File: src/rtl/maze_pkg.sv
// Shared constants for the MAZE router: port indices, packet geometry and
// a one-hot test used to qualify route requests.
package maze_pkg;

    localparam int NUM_PORTS = 5;
    localparam int REQ_W     = 5;
    localparam int PKT_W     = 23;
    localparam int QOS_POS   = 8;

    localparam int DIR_N = 0;
    localparam int DIR_W = 1;
    localparam int DIR_S = 2;
    localparam int DIR_E = 3;
    localparam int DIR_B = 4;

    typedef logic [NUM_PORTS-1:0] port_mask_t;

    function automatic logic is_onehot(input port_mask_t v);
        return (v != 5'b00000) && ((v & (v - 5'd1)) == 5'b00000);
    endfunction

endpackage

File: src/rtl/switch_allocator_if.sv
// Input-head and output-link bundle of the switch allocator. The allocator
// sits on the slave side; the router fabric / bench is the master.
interface switch_allocator_if;
    import maze_pkg::*;

    logic [NUM_PORTS-1:0]       in_valid;
    logic [NUM_PORTS*REQ_W-1:0] in_req;
    logic [NUM_PORTS*PKT_W-1:0] in_pkt;
    logic [NUM_PORTS-1:0]       in_pop;
    logic [NUM_PORTS-1:0]       out_valid;
    logic [NUM_PORTS*PKT_W-1:0] out_pkt;
    logic [NUM_PORTS-1:0]       out_ready;
    logic [NUM_PORTS-1:0]       req_err;

    modport master (
        output in_valid, in_req, in_pkt, out_ready,
        input  in_pop, out_valid, out_pkt, req_err
    );

    modport slave (
        input  in_valid, in_req, in_pkt, out_ready,
        output in_pop, out_valid, out_pkt, req_err
    );

endinterface

File: src/rtl/rr_arbiter.sv
// Round-robin picker: first set request at or above ptr, wrapping 4 -> 0.
module rr_arbiter
    import maze_pkg::*;
(
    input  logic [NUM_PORTS-1:0] req,
    input  logic [2:0]           ptr,
    output logic [NUM_PORTS-1:0] gnt,
    output logic                 gnt_valid
);

    logic [2:0] base_s;
    logic [3:0] sum_s;
    logic [3:0] idx_s;
    logic       hit_s;

    // Out-of-range pointers fall back to 0 so the search index stays in bounds.
    always_comb begin
        gnt       = 5'b00000;
        gnt_valid = 1'b0;
        sum_s     = 4'd0;
        idx_s     = 4'd0;
        hit_s     = 1'b0;
        base_s    = (ptr >= 3'(NUM_PORTS)) ? 3'd0 : ptr;
        for (int k = 0; k < NUM_PORTS; k++) begin
            sum_s            = {1'b0, base_s} + 4'(k);
            idx_s            = (sum_s >= 4'(NUM_PORTS)) ? (sum_s - 4'(NUM_PORTS)) : sum_s;
            hit_s            = !gnt_valid && req[idx_s[2:0]];
            gnt[idx_s[2:0]]  = gnt[idx_s[2:0]] | hit_s;
            gnt_valid        = gnt_valid | hit_s;
        end
    end

endmodule

File: src/rtl/switch_allocator.sv
// Per-output QoS / starvation-guarded round-robin allocator with a one-entry
// registered output stage per port.
module switch_allocator
    import maze_pkg::*;
#(
    parameter int STARVE_MAX = 8
) (
    input  logic                 clk,
    input  logic                 rst_n,
    switch_allocator_if.slave    bus
);

    logic [NUM_PORTS-1:0]                req_ok_s;
    logic [NUM_PORTS-1:0]                qos_s;
    logic [NUM_PORTS-1:0][NUM_PORTS-1:0] pop_mat_s;
    logic [NUM_PORTS-1:0]                pop_s;

    // Qualify requests and flag malformed route vectors; reset gates the error pulse.
    always_comb begin
        req_ok_s    = 5'b00000;
        qos_s       = 5'b00000;
        bus.req_err = 5'b00000;
        for (int i = 0; i < NUM_PORTS; i++) begin
            req_ok_s[i]    = bus.in_valid[i] && is_onehot(bus.in_req[i*REQ_W +: REQ_W]);
            qos_s[i]       = bus.in_pkt[i*PKT_W + QOS_POS];
            bus.req_err[i] = rst_n && bus.in_valid[i] && !is_onehot(bus.in_req[i*REQ_W +: REQ_W]);
        end
    end

    // Each input targets one output, so the per-output grants never overlap.
    always_comb begin
        pop_s = 5'b00000;
        for (int o = 0; o < NUM_PORTS; o++) begin
            pop_s = pop_s | pop_mat_s[o];
        end
        bus.in_pop = pop_s;
    end

    for (genvar o = 0; o < NUM_PORTS; o++) begin : g_out
        logic [NUM_PORTS-1:0] cand_s;
        logic [NUM_PORTS-1:0] q0_s;
        logic [NUM_PORTS-1:0] q1_s;
        logic [NUM_PORTS-1:0] mask_s;
        logic [NUM_PORTS-1:0] gnt_s;
        logic                 gnt_valid_s;
        logic                 open_s;
        logic                 grant_s;
        logic [2:0]           win_idx_s;
        logic                 win_qos_s;
        logic [PKT_W-1:0]     win_pkt_s;
        logic                 valid_r;
        logic [PKT_W-1:0]     pkt_r;
        logic [2:0]           ptr_r;
        logic [3:0]           starve_r;

        // Build the requester set and apply the starvation / QoS priority mask.
        always_comb begin
            cand_s = 5'b00000;
            for (int i = 0; i < NUM_PORTS; i++) begin
                cand_s[i] = req_ok_s[i] && bus.in_req[i*REQ_W + o];
            end
            q0_s = cand_s & ~qos_s;
            q1_s = cand_s & qos_s;
            if ((starve_r == 4'(STARVE_MAX)) && (q0_s != 5'b00000)) begin
                mask_s = q0_s;
            end else if (q1_s != 5'b00000) begin
                mask_s = q1_s;
            end else begin
                mask_s = cand_s;
            end
        end

        rr_arbiter u_arb (
            .req       (mask_s),
            .ptr       (ptr_r),
            .gnt       (gnt_s),
            .gnt_valid (gnt_valid_s)
        );

        assign open_s  = !valid_r || bus.out_ready[o];
        assign grant_s = rst_n && open_s && gnt_valid_s;

        // One-hot grant to winner index, QoS bit and packet without priority logic.
        always_comb begin
            win_idx_s = 3'd0;
            win_qos_s = 1'b0;
            win_pkt_s = {PKT_W{1'b0}};
            for (int i = 0; i < NUM_PORTS; i++) begin
                win_idx_s = win_idx_s | (gnt_s[i] ? 3'(i) : 3'd0);
                win_qos_s = win_qos_s | (gnt_s[i] & qos_s[i]);
                win_pkt_s = win_pkt_s | ({PKT_W{gnt_s[i]}} & bus.in_pkt[i*PKT_W +: PKT_W]);
            end
        end

        assign pop_mat_s[o] = grant_s ? gnt_s : 5'b00000;

        // Output register, round-robin pointer and starvation counter.
        always_ff @(posedge clk) begin
            if (!rst_n) begin
                valid_r  <= 1'b0;
                pkt_r    <= {PKT_W{1'b0}};
                ptr_r    <= 3'd0;
                starve_r <= 4'd0;
            end else if (grant_s) begin
                valid_r <= 1'b1;
                pkt_r   <= win_pkt_s;
                ptr_r   <= (win_idx_s == 3'd4) ? 3'd0 : (win_idx_s + 3'd1);
                if (win_qos_s && (q0_s != 5'b00000)) begin
                    starve_r <= (starve_r >= 4'(STARVE_MAX)) ? starve_r : (starve_r + 4'd1);
                end else begin
                    starve_r <= 4'd0;
                end
            end else if (bus.out_ready[o]) begin
                valid_r <= 1'b0;
            end else begin
                valid_r <= valid_r;
            end
        end

        assign bus.out_valid[o]                 = valid_r;
        assign bus.out_pkt[o*PKT_W +: PKT_W]    = pkt_r;
    end

endmodule
File: src/flat_wrapper.sv
// flat-port wrapper written by rule: the top's interface ports become plain ports
module switch_allocator_flat import maze_pkg::*;
#(
    parameter int STARVE_MAX = 8
)
  (clk, rst_n, bus_in_valid, bus_in_req, bus_in_pkt, bus_out_ready, bus_in_pop, bus_out_valid, bus_out_pkt, bus_req_err);
  switch_allocator_if bus_i ();
  input  logic clk;
  input  logic rst_n;
  input wire logic [$bits(bus_i.in_valid)-1:0] bus_in_valid;
  input wire logic [$bits(bus_i.in_req)-1:0] bus_in_req;
  input wire logic [$bits(bus_i.in_pkt)-1:0] bus_in_pkt;
  input wire logic [$bits(bus_i.out_ready)-1:0] bus_out_ready;
  output wire logic [$bits(bus_i.in_pop)-1:0] bus_in_pop;
  output wire logic [$bits(bus_i.out_valid)-1:0] bus_out_valid;
  output wire logic [$bits(bus_i.out_pkt)-1:0] bus_out_pkt;
  output wire logic [$bits(bus_i.req_err)-1:0] bus_req_err;
  assign bus_i.in_valid = bus_in_valid;
  assign bus_i.in_req = bus_in_req;
  assign bus_i.in_pkt = bus_in_pkt;
  assign bus_i.out_ready = bus_out_ready;
  assign bus_in_pop = bus_i.in_pop;
  assign bus_out_valid = bus_i.out_valid;
  assign bus_out_pkt = bus_i.out_pkt;
  assign bus_req_err = bus_i.req_err;
  switch_allocator #(.STARVE_MAX(STARVE_MAX)) u_core (.clk(clk), .rst_n(rst_n), .bus(bus_i));
endmodule
File: config.mk
export PLATFORM = sky130hd
export DESIGN_NAME = switch_allocator_flat
export DESIGN_NICKNAME = d
export VERILOG_FILES = /design/src/rtl/maze_pkg.sv /design/src/rtl/switch_allocator_if.sv /design/src/rtl/rr_arbiter.sv /design/src/rtl/switch_allocator.sv /design/src/flat_wrapper.sv
export SDC_FILE = /design/constraint.sdc
export NUM_CORES = 1
export LEC_CHECK = 0
export BUFFER_PORTS_ARGS = -buffer_cell sky130_fd_sc_hd__buf_2
export CAP_MARGIN = 20
export CORE_MARGIN = 1.5
export CORE_UTILIZATION = 65
export CTS_BUF_LIST = sky130_fd_sc_hd__clkbuf_8
export CTS_CLUSTER_SIZE = 20
export DETAILED_ROUTE_END_ITERATION = 8
export PLACE_DENSITY_LB_ADDON = 0.15
export SLEW_MARGIN = 20
export SYNTH_ARGS = -nofsm -noshare
export SYNTH_HDL_FRONTEND = slang
export SYNTH_SLANG_ARGS = --single-unit
File: constraint.sdc
create_clock -name clk -period 8.9 [get_ports clk]
set_clock_uncertainty 0.1 [all_clocks]
set_input_delay 0 -clock clk [delete_from_list [all_inputs] [get_ports clk]]
set_output_delay 0 -clock clk [all_outputs]
set_load 0.03 [all_outputs]
==> metrics.md, run 1 <==
| Metric | Value |
|---|---|
| Gr ovfl total | 7 |
| H-tree Lvls | 4 |
| Sequential area share after synthesis | 0.179 |
| Placer Congestion | 1.09 |
| Post-CTS Resized | 0 |
| Post-Syn Area | 0.0174 mm² |
| Post-Synthesis Cells | 2500 |
| Yosys cell types | 99 |
| Gr usage total | 0.802 |
| Number of synthesized flops with an enable pin | 0 |
| Number of buffers created by CTS | 17 |
| Buffers added on ports | 281 |
| Clock sink count | 155 |
| Clock root buffer | clkbuf_8 |
| Ys async rst share | 0 |
| Ports | 282 |
| Status | did not finish |
| FF+latch count, synth | 155 |
| Avg Inst Size Synth | 6.95 µm² |
| Die Span Y | 167 µm |
| Stop err | [ERROR GRT-0232] Routing congestion too high. Check the congestion heatmap in the GUI. |
| Initial Util | 0.665 |
| Chip width | 167 µm |
| Failed at | 5_1_grt |
| Synthesized netlist net count | 2712 |
| Warnings from Yosys | 0 |
| # rows | 59 |
| Post-CTS Setup Repair Bufs | 0 |
| Hold bufs inserted after CTS | 220 |
| DP HPWL | 49200 µm |
| Clock Tree Buf Depth | 2 |
| Most used DFF post-synth | dfxtp_1 |
| Largest net degree at the start of global routing | 87 |
[metrics by stage]
| stage | area, µm² | instances | utilization | hold slack (ns) | setup slack, ns |
|---|---|---|---|---|---|
| after floorplan | 17400 | 2500 | - | 0.0451 | 3.83 |
| after global placement | 18700 | 2942 | 0.714 | 0.194 | 3.04 |
| after CTS | 21300 | 3194 | 0.814 | 0.0600 | 2.50 |
| after detailed placement | 18700 | 2942 | 0.714 | 0.203 | 2.80 |
[logic make-up after synthesis]
logic type | after synthesis | share of synthesized area
simple gates | 962 | 0.282
compound gates | 955 | 0.396
buf+inv | 318 | 0.0721
flops | 155 | 0.179
fa+ha+maj | 60 | 0.0432
mux | 33 | 0.0195
xor+xnor | 17 | 0.00857
[synthesized netlist by cell type, drive strengths merged, types with 10 or more instances]
cell	n	share of area
nand2	276	0.060
a21oi	221	0.064
nor2	172	0.037
clkbuf	164	0.035
dfxtp	155	0.18
o21ai	133	0.039
nand3	124	0.036
inv	117	0.025
a221oi	76	0.039
a31oi	75	0.027
nor3	65	0.019
a22oi	63	0.028
ha	60	0.043
nand2b	53	0.019
a222oi	52	0.030
nor2b	45	0.016
a31o	38	0.019
buf	35	0.011
a211oi	31	0.014
nand4	31	0.011
o211ai	30	0.013
o221ai	30	0.022
and2	29	0.011
mux2i	26	0.015
and3	24	0.0086
a21o	20	0.0086
o22ai	19	0.0068
or2	19	0.0068
nor4	16	0.0058
or3	16	0.0058
nand3b	14	0.0060
nor3b	14	0.0060
nor4b	14	0.0089
o31ai	14	0.0063
o21a	13	0.0056
nand4b	12	0.0060
xnor2	11	0.0055
a211o	10	0.0051
a221o	10	0.0058
o31a	10	0.0050
[layer usage]
layer | GRT overflow | track usage
met5 | 0 | 0.473
met2 | 3 | 0.933
met3 | 0 | 0.709
met4 | 4 | 0.763
met1 | 0 | 0.797
==> run 2, diff against run 1 <==
- CORE_UTILIZATION: 65 -> 40
- CTS_BUF_LIST: sky130_fd_sc_hd__clkbuf_8 -> not set
- CTS_CLUSTER_SIZE: 20 -> not set
==> run 2 against run 1 <==
The flow now finishes, with violations (DRC); synthesized cell count is the same; synthesized area is the same.
==> metrics.md, run 2 <==
| Metric | Value |
|---|---|
| Antenna Violating Nets Remaining | 0 |
| Pwr Total | 0.0104 W |
| Die area | 0.0447 mm² |
| Crit share post-route | 0.774 |
| Warnings from Yosys | 0 |
| Vias in the first global route | 22100 |
| Area delta synth->final | 25.5% |
| Clock sink count | 155 |
| Max-slew violation count | 0 |
| Core footprint | 0.0430 mm² |
| Routing usage on met2 | 0.585 |
| Failing checks | DRC |
| Synthesized netlist net count | 2712 |
| Post-CTS Resized | 0 |
| Layout Nets | 3062 |
| Worst slew pin tran | 1.11 ns |
| Worst EP required | 9.19 ns |
| Ys async rst share | 0 |
| CP Class | register to register |
| Reg-to-reg slack, setup | 2.01 ns |
| CP Capture Type | register |
| Pre-CTS WS | 2.65 ns |
| Cell Pwr Density | 478 mW/mm² |
| Post-route cell area | 0.0218 mm² |
| Sequential area share after synthesis | 0.179 |
| Worst-Skew Late Latency | 0.45 ns |
| Via density | 6.67 |
| Status | finished with violations |
| FF+latch count, synth | 155 |
| H-tree Lvls | 4 |
| Biggest register | u_core.g_out.pkt_r |
| Area leader, netlist | dfxtp_1 |
| Largest register FFs | 115 |
| Fmax | 145 MHz |
| Die Span Y | 211 µm |
| Yosys cell types | 99 |
| Post-route DRC | 8 |
| Final WS setup | 2.01 ns |
| Grt peak-use layer | met2 |
| Placer Congestion | 0.989 |
| HP Class | input pin to register |
| Antenna violations before repair | 2 |
| Largest cells by area after synthesis | dfxtp_1 18%, a21oi_1 6.3%, nand2_1 6.0% |
| 1st-iter DRT viols | 3078 |
| Biggest registers after layout | u_core.g_out.pkt_r (115), u_core.g_out.starve_r (20), u_core.g_out.ptr_r (15) |
| Number of synthesized flops with an enable pin | 0 |
| Buffers added on ports | 281 |
| Layout cells sized above 1 | 0.163 |
| Post-synth top area share | 0.179 |
| Static leakage power | 8.79 nW |
| Setup-failing EPs final | 0 |
| Cell with the most instances after synthesis | nand2_1 |
| # rows | 76 |
| Clock root buffer | clkbuf_16 |
| Routed wire length | 83200 µm |
| Post-CTS Setup Repair Bufs | 0 |
| CP max FO | 17 |
| First-pass GRT wire length | 125000 µm |
| Peak VDD IR | 0.825 mV |
| Clk slew on worst S/H paths | 0.07 ns |
| DR pass1 iterations | 9 |
| Gr ovfl total | 0 |
| DP HPWL | 57400 µm |
| GRT met3 Usage | 0.0926 |
| Post-Syn Area | 0.0174 mm² |
| Most used DFF post-synth | dfxtp_1 |
| Clock Tree Buf Depth | 2 |
| Commonest non-fill, non-tap cell in the layout | buf_2 |
| Initial Util | 0.404 |
| Ports | 282 |
| Gr usage total | 0.357 |
| CTS tree | built |
| Chip width | 211 µm |
| Via count | 23000 |
| Fin Setup TNS | 0 ns |
| Critical Path Start Type | register |
| Met1 usage | 0.437 |
| Post-Synthesis Cells | 2500 |
| Most frequent cells in the layout | 280 x buf_2, 276 x nand2_1, 218 x a21oi_1 |
| RSZ-0062 raised after global routing | false |
| Critical path arrival | 7.19 ns |
| Area after DPL | 0.0191 mm² |
| Min cycle time layout | 6.89 ns |
| Avg Inst Size Synth | 6.95 µm² |
| Largest net degree at the start of global routing | 80 |
| Number of buffers created by CTS | 17 |
| Worst relative slew slack | 0.256 |
| Final Hold Viols | 0 |
| DR WL/cell | 24.1 µm |
| Top cells by count, synth | 276 x nand2_1, 220 x a21oi_1, 172 x nor2_1, 164 x clkbuf_1, 155 x dfxtp_1 |
| Max-cap check violation count | 0 |
[run 2: cell counts after synthesis]
No cell type changed its count.
[run 2: worst paths after layout]
check,startpoint,depth (start not counted),to
worst max-delay path,u_core.g_out[4].ptr_r[2],18,u_core.g_out[4].pkt_r[13]
worst min-delay path,bus_in_pkt[73],4,u_core.g_out[2].pkt_r[4]
worst max register to register,u_core.g_out[4].ptr_r[2],18,u_core.g_out[4].pkt_r[13]
worst min register to register,u_core.g_out[1].pkt_r[20],2,u_core.g_out[1].pkt_r[20]
[run 2: per-layer routing]
layer	up-vias	part of all wire	wire length, µm
li1	10300	-	-
met1	10900	0.39	32400
met2	1478	0.46	38100
met3	296	0.11	9170
met4	0	0.042	3520
met5	-	0	0
[run 2: worst max-delay path, cell delays in order, from the launching register on]
cell and delay (ns):
dfxtp_1 0.54, nand2b_1 0.40, clkinv_1 0.39, ha_1 0.35, inv_1 0.06, a21oi_1 0.05
a221oi_1 0.69, and2_1 0.26, a221oi_1 0.09, a21o_1 0.34, o32ai_1 0.42, o21ai_0 0.20
o31a_1 0.35, a22oi_2 0.67, buf_4 0.40, a222oi_1 0.14, dlygate4sd3_1 0.63, a21oi_1 0.14
dlygate4sd3_1 0.56
[run 2: cell families (layout without fill, tap and decap cells)]
family          after synthesis  in the layout  share of synthesized area
fa+ha+maj                    60             60                     0.0432
buf+inv                     318            680                     0.0721
xor+xnor                     17             17                    0.00857
simple gates                962            962                      0.282
flops                       155            155                      0.179
other cells                   0              1                          0
compound gates              955            955                      0.396
mux                          33             33                     0.0195
[run 2: metrics by stage]
| stage | hold slack, ns | std cells | util |
|---|---|---|---|
| finish | 0.0155 | 3448 | 0.508 |
| global route | 0.0297 | 3448 | 0.508 |
| CTS | 0.00128 | 3446 | 0.507 |
| global placement | 0.201 | 3205 | 0.444 |
| floorplan | 0.0451 | 2500 | - |
| detailed placement | 0.205 | 3205 | 0.444 |
[run 2: where the power goes]
| group | switching (W) | leakage, nW | internal (W) | total (W) |
|---|---|---|---|---|
| registers | 0.000175 | 1.28 | 0.000957 | 0.00113 |
| clock network | 0.000343 | 0.299 | 0.000454 | 0.000797 |
| logic | 0.00528 | 7.21 | 0.00322 | 0.00850 |
[run 2: layout make-up]
type	instances	area, µm²
diodes	1	2.50
clock buffers	24	502
clock inverters	7	103
fillers	4257	21200
inverters	119	447
multi-input cells	2027	13100
flip-flops and latches	155	3100
well taps	585	732
repair buffers	530	3820
[run 2: timing repair]
action,in CTS,in global routing
endpoints found under the setup margin,0,0
hold buffers,210,0
endpoints found under the hold margin,123,0
No activity file was read; power rests on OpenSTA's default activity.
==> run 3, diff against run 2 <==
- ABC_AREA: not set -> 1
- clock period: 8.9 -> 5.7 ns (I/O delays scaled with it)
==> run 3 against run 2 <==
The run now ends clean; count of clock-buffer cells in the layout fell by 7; fmax rose by 27%; setup slack lost 1.7 ns; final cell count up 10%; design area fell by 0.54%; sequential share of layout area up 0.094 points; critical path depth increased by 4; worst hold slack gained 0.0032 ns; global-route usage is 1.4 points lower; register-to-register slack got worse by 1.7 ns; critical path type unchanged.
==> metrics.md, run 3 <==
| Metric | Value |
|---|---|
| Die Span Y | 206 µm |
| Fin Setup TNS | 0 ns |
| Largest cells by area after synthesis | dfxtp_1 19%, nand2_1 12%, inv_1 9.3% |
| Core footprint | 0.0408 mm² |
| Largest net degree at the start of global routing | 54 |
| Worst EP required | 5.98 ns |
| Chip width | 206 µm |
| Placer Congestion | 1.02 |
| Worst slew pin tran | 0.701 ns |
| Largest register FFs | 115 |
| Biggest registers after layout | u_core.g_out.pkt_r (115), u_core.g_out.starve_r (20), u_core.g_out.ptr_r (15) |
| Yosys cell types | 67 |
| Synthesized netlist net count | 3022 |
| Routed wire length | 76500 µm |
| WHS | 0.0187 ns |
| Area delta synth->final | 31.1% |
| Warnings from Yosys | 0 |
| Max-cap check violation count | 0 |
| Fmax | 184 MHz |
| CP max FO | 14 |
| CTS tree | built |
| CP Capture Type | register |
| DP HPWL | 55800 µm |
| Max-slew violation count | 0 |
| Worst relative slew slack | 0.533 |
| Clock root buffer | clkbuf_16 |
| Antenna Violating Nets Remaining | 0 |
| First-pass GRT wire length | 113000 µm |
| Status | finished, final reports clean |
| Most used DFF post-synth | dfxtp_1 |
| Via count | 22100 |
| H-tree Lvls | 4 |
| 1st-iter DRT viols | 2633 |
| FF+latch count, synth | 155 |
| Setup-failing EPs final | 0 |
| DR pass1 iterations | 8 |
| Number of synthesized flops with an enable pin | 0 |
| Biggest register | u_core.g_out.pkt_r |
| Buf/Inv on CP | 6 |
| DR WL/cell | 20.1 µm |
| Layout Nets | 3473 |
| Crit share post-route | 0.954 |
| Layout cells sized above 1 | 0.213 |
| Cell with the most instances after synthesis | nand2_1 |
| Commonest non-fill, non-tap cell in the layout | nand2_1 |
| Antenna violations before repair | 4 |
| Sequential area share after synthesis | 0.188 |
| Clk slew on worst S/H paths | 0.08 ns |
| Worst-Skew Late Latency | 0.45 ns |
| Post-Syn Area | 0.0165 mm² |
| Post-synth top area share | 0.188 |
| CP Class | register to register |
| # rows | 74 |
| HP Class | input pin to register |
| Buffers added on ports | 281 |
| Vias in the first global route | 19900 |
| Util after Layout | 0.531 |
| Ports | 282 |
| Die area | 0.0426 mm² |
| Critical path arrival | 5.72 ns |
| Critical Path Start Type | register |
| Ys async rst share | 0 |
| Gr usage total | 0.343 |
| Clock Tree Buf Depth | 2 |
| Most frequent cells in the layout | 528 x nand2_1, 402 x inv_1, 316 x nor2_1 |
| Post-route DRC | 0 |
| Gr ovfl total | 0 |
| Cell family with most CP delay | compound AO/OA/AOI/OAI gates |
| Avg Inst Size Synth | 5.89 µm² |
| CP cell instances | nor2_1, o21ai_0, buf_4, ha_1, ha_2, clkinvlp_4, o211ai_1, nand2_1, o21ai_0, nand2_1, nor2_1, inv_1, o22ai_1, a211oi_4, or3_1, o31ai_1, inv_2, buf_4, o22ai_1, a221oi_2, dlygate4sd3_1, a21oi_1 |
| Via density | 5.79 |
| CP max-delay cell | dlygate4sd3_1 |
| Area leader, netlist | dfxtp_1 |
| Post-Synthesis Cells | 2810 |
| Number of buffers created by CTS | 17 |
| Clock sink count | 155 |
| Initial Util | 0.405 |
| Filler Cells Inserted | 4146 |
| Final Hold Viols | 0 |
| Min cycle time layout | 5.44 ns |
| Worst path max stage delay | 0.56 ns |
| Top cells by count, synth | 541 x nand2_1, 410 x inv_1, 323 x nor2_1, 216 x a21oi_1, 188 x o22ai_1 |
==> run 3: cell types whose count changed after synthesis, sizes merged, moves of 52 or more <==
cell and change:
inv +334, nand2 +297, nor2 +187, o22ai +169, clkbuf -110, o21ai +78, a221oi -65, a22oi -61
nand2b -53, a222oi -52
==> run 3: repair_timing <==
action                                  CTS  global route
hold buffers                            145             0
endpoints found under the setup margin    3           124
pin swaps                                 0            24
gates cloned                              0             1
setup buffers                             0            39
hold endpoints to repair                115             0
gates resized for setup                   4           149
==> run 3: final cells by class <==
cell class / count / area [µm²] / share of cell area
Antenna cell: 1 / 2.50 / 0.000115
Clock buffer: 17 / 425 / 0.0196
Clock inverter: 15 / 201 / 0.00928
Inverter: 457 / 1740 / 0.0803
Multi-Input combinational cell: 2091 / 11700 / 0.540
Sequential cell: 155 / 3110 / 0.143
Tap cell: 532 / 666 / 0.0307
Timing Repair Buffer: 539 / 3840 / 0.177
==> run 3: worst register-to-register path, cell delays in order, from the launching register on <==
cell           delay [ns]
dfxtp_1              0.33
nor2_1               0.13
o21ai_0              0.08
buf_4                0.17
ha_1                 0.19
ha_2                 0.43
clkinvlp_4           0.20
o211ai_1             0.30
nand2_1              0.08
o21ai_0              0.18
nand2_1              0.12
nor2_1               0.23
inv_1                0.09
o22ai_1              0.27
a211oi_4             0.08
or3_1                0.48
o31ai_1              0.42
inv_2                0.26
buf_4                0.30
o22ai_1              0.21
a221oi_2             0.05
dlygate4sd3_1        0.56
a21oi_1              0.12
==> run 3: cells by family after synthesis <==
logic type,synth area share
flops,0.188
mux,0.000832
fa+ha+maj,0.0454
compound gates,0.276
xor+xnor,0.0163
simple gates,0.337
buf+inv,0.136
==> run 3: routing by layer <==
layer  global-route usage  share of wire  up-vias
li1                     -              -    10400
met1                0.451           0.40    10000
met2                0.538           0.44     1363
met3               0.0763           0.11      278
met4                0.142          0.048        6
met5                    0        0.00042        -
==> run 3: per-stage QoR <==
stage / instances / area (µm²) / worst slack [ns]
after floorplan: 2810 / 16500 / 0.894
after global placement: 3590 / 18700 / 0.438
after detailed placement: 3590 / 18700 / 0.294
after CTS: 3767 / 20800 / 0.0126
after global routing: 3807 / 21700 / -0.0726
final: 3807 / 21700 / 0.262
==> run 3: worst paths after layout <==
path              slack (ns)                         to  cells past startpoint                     start
hold reg to reg         0.37   u_core.g_out[3].ptr_r[2]                      2  u_core.g_out[3].ptr_r[2]
hold / removal          0.02  u_core.g_out[2].pkt_r[18]                      5            bus_in_pkt[41]
setup / recovery        0.26  u_core.g_out[1].pkt_r[18]                     22  u_core.g_out[1].ptr_r[0]
setup reg to reg        0.26  u_core.g_out[1].pkt_r[18]                     22  u_core.g_out[1].ptr_r[0]
Power of run 3 is not shown: default switching activity piles up to over one toggle a cycle in this logic, so the estimate is an artifact.
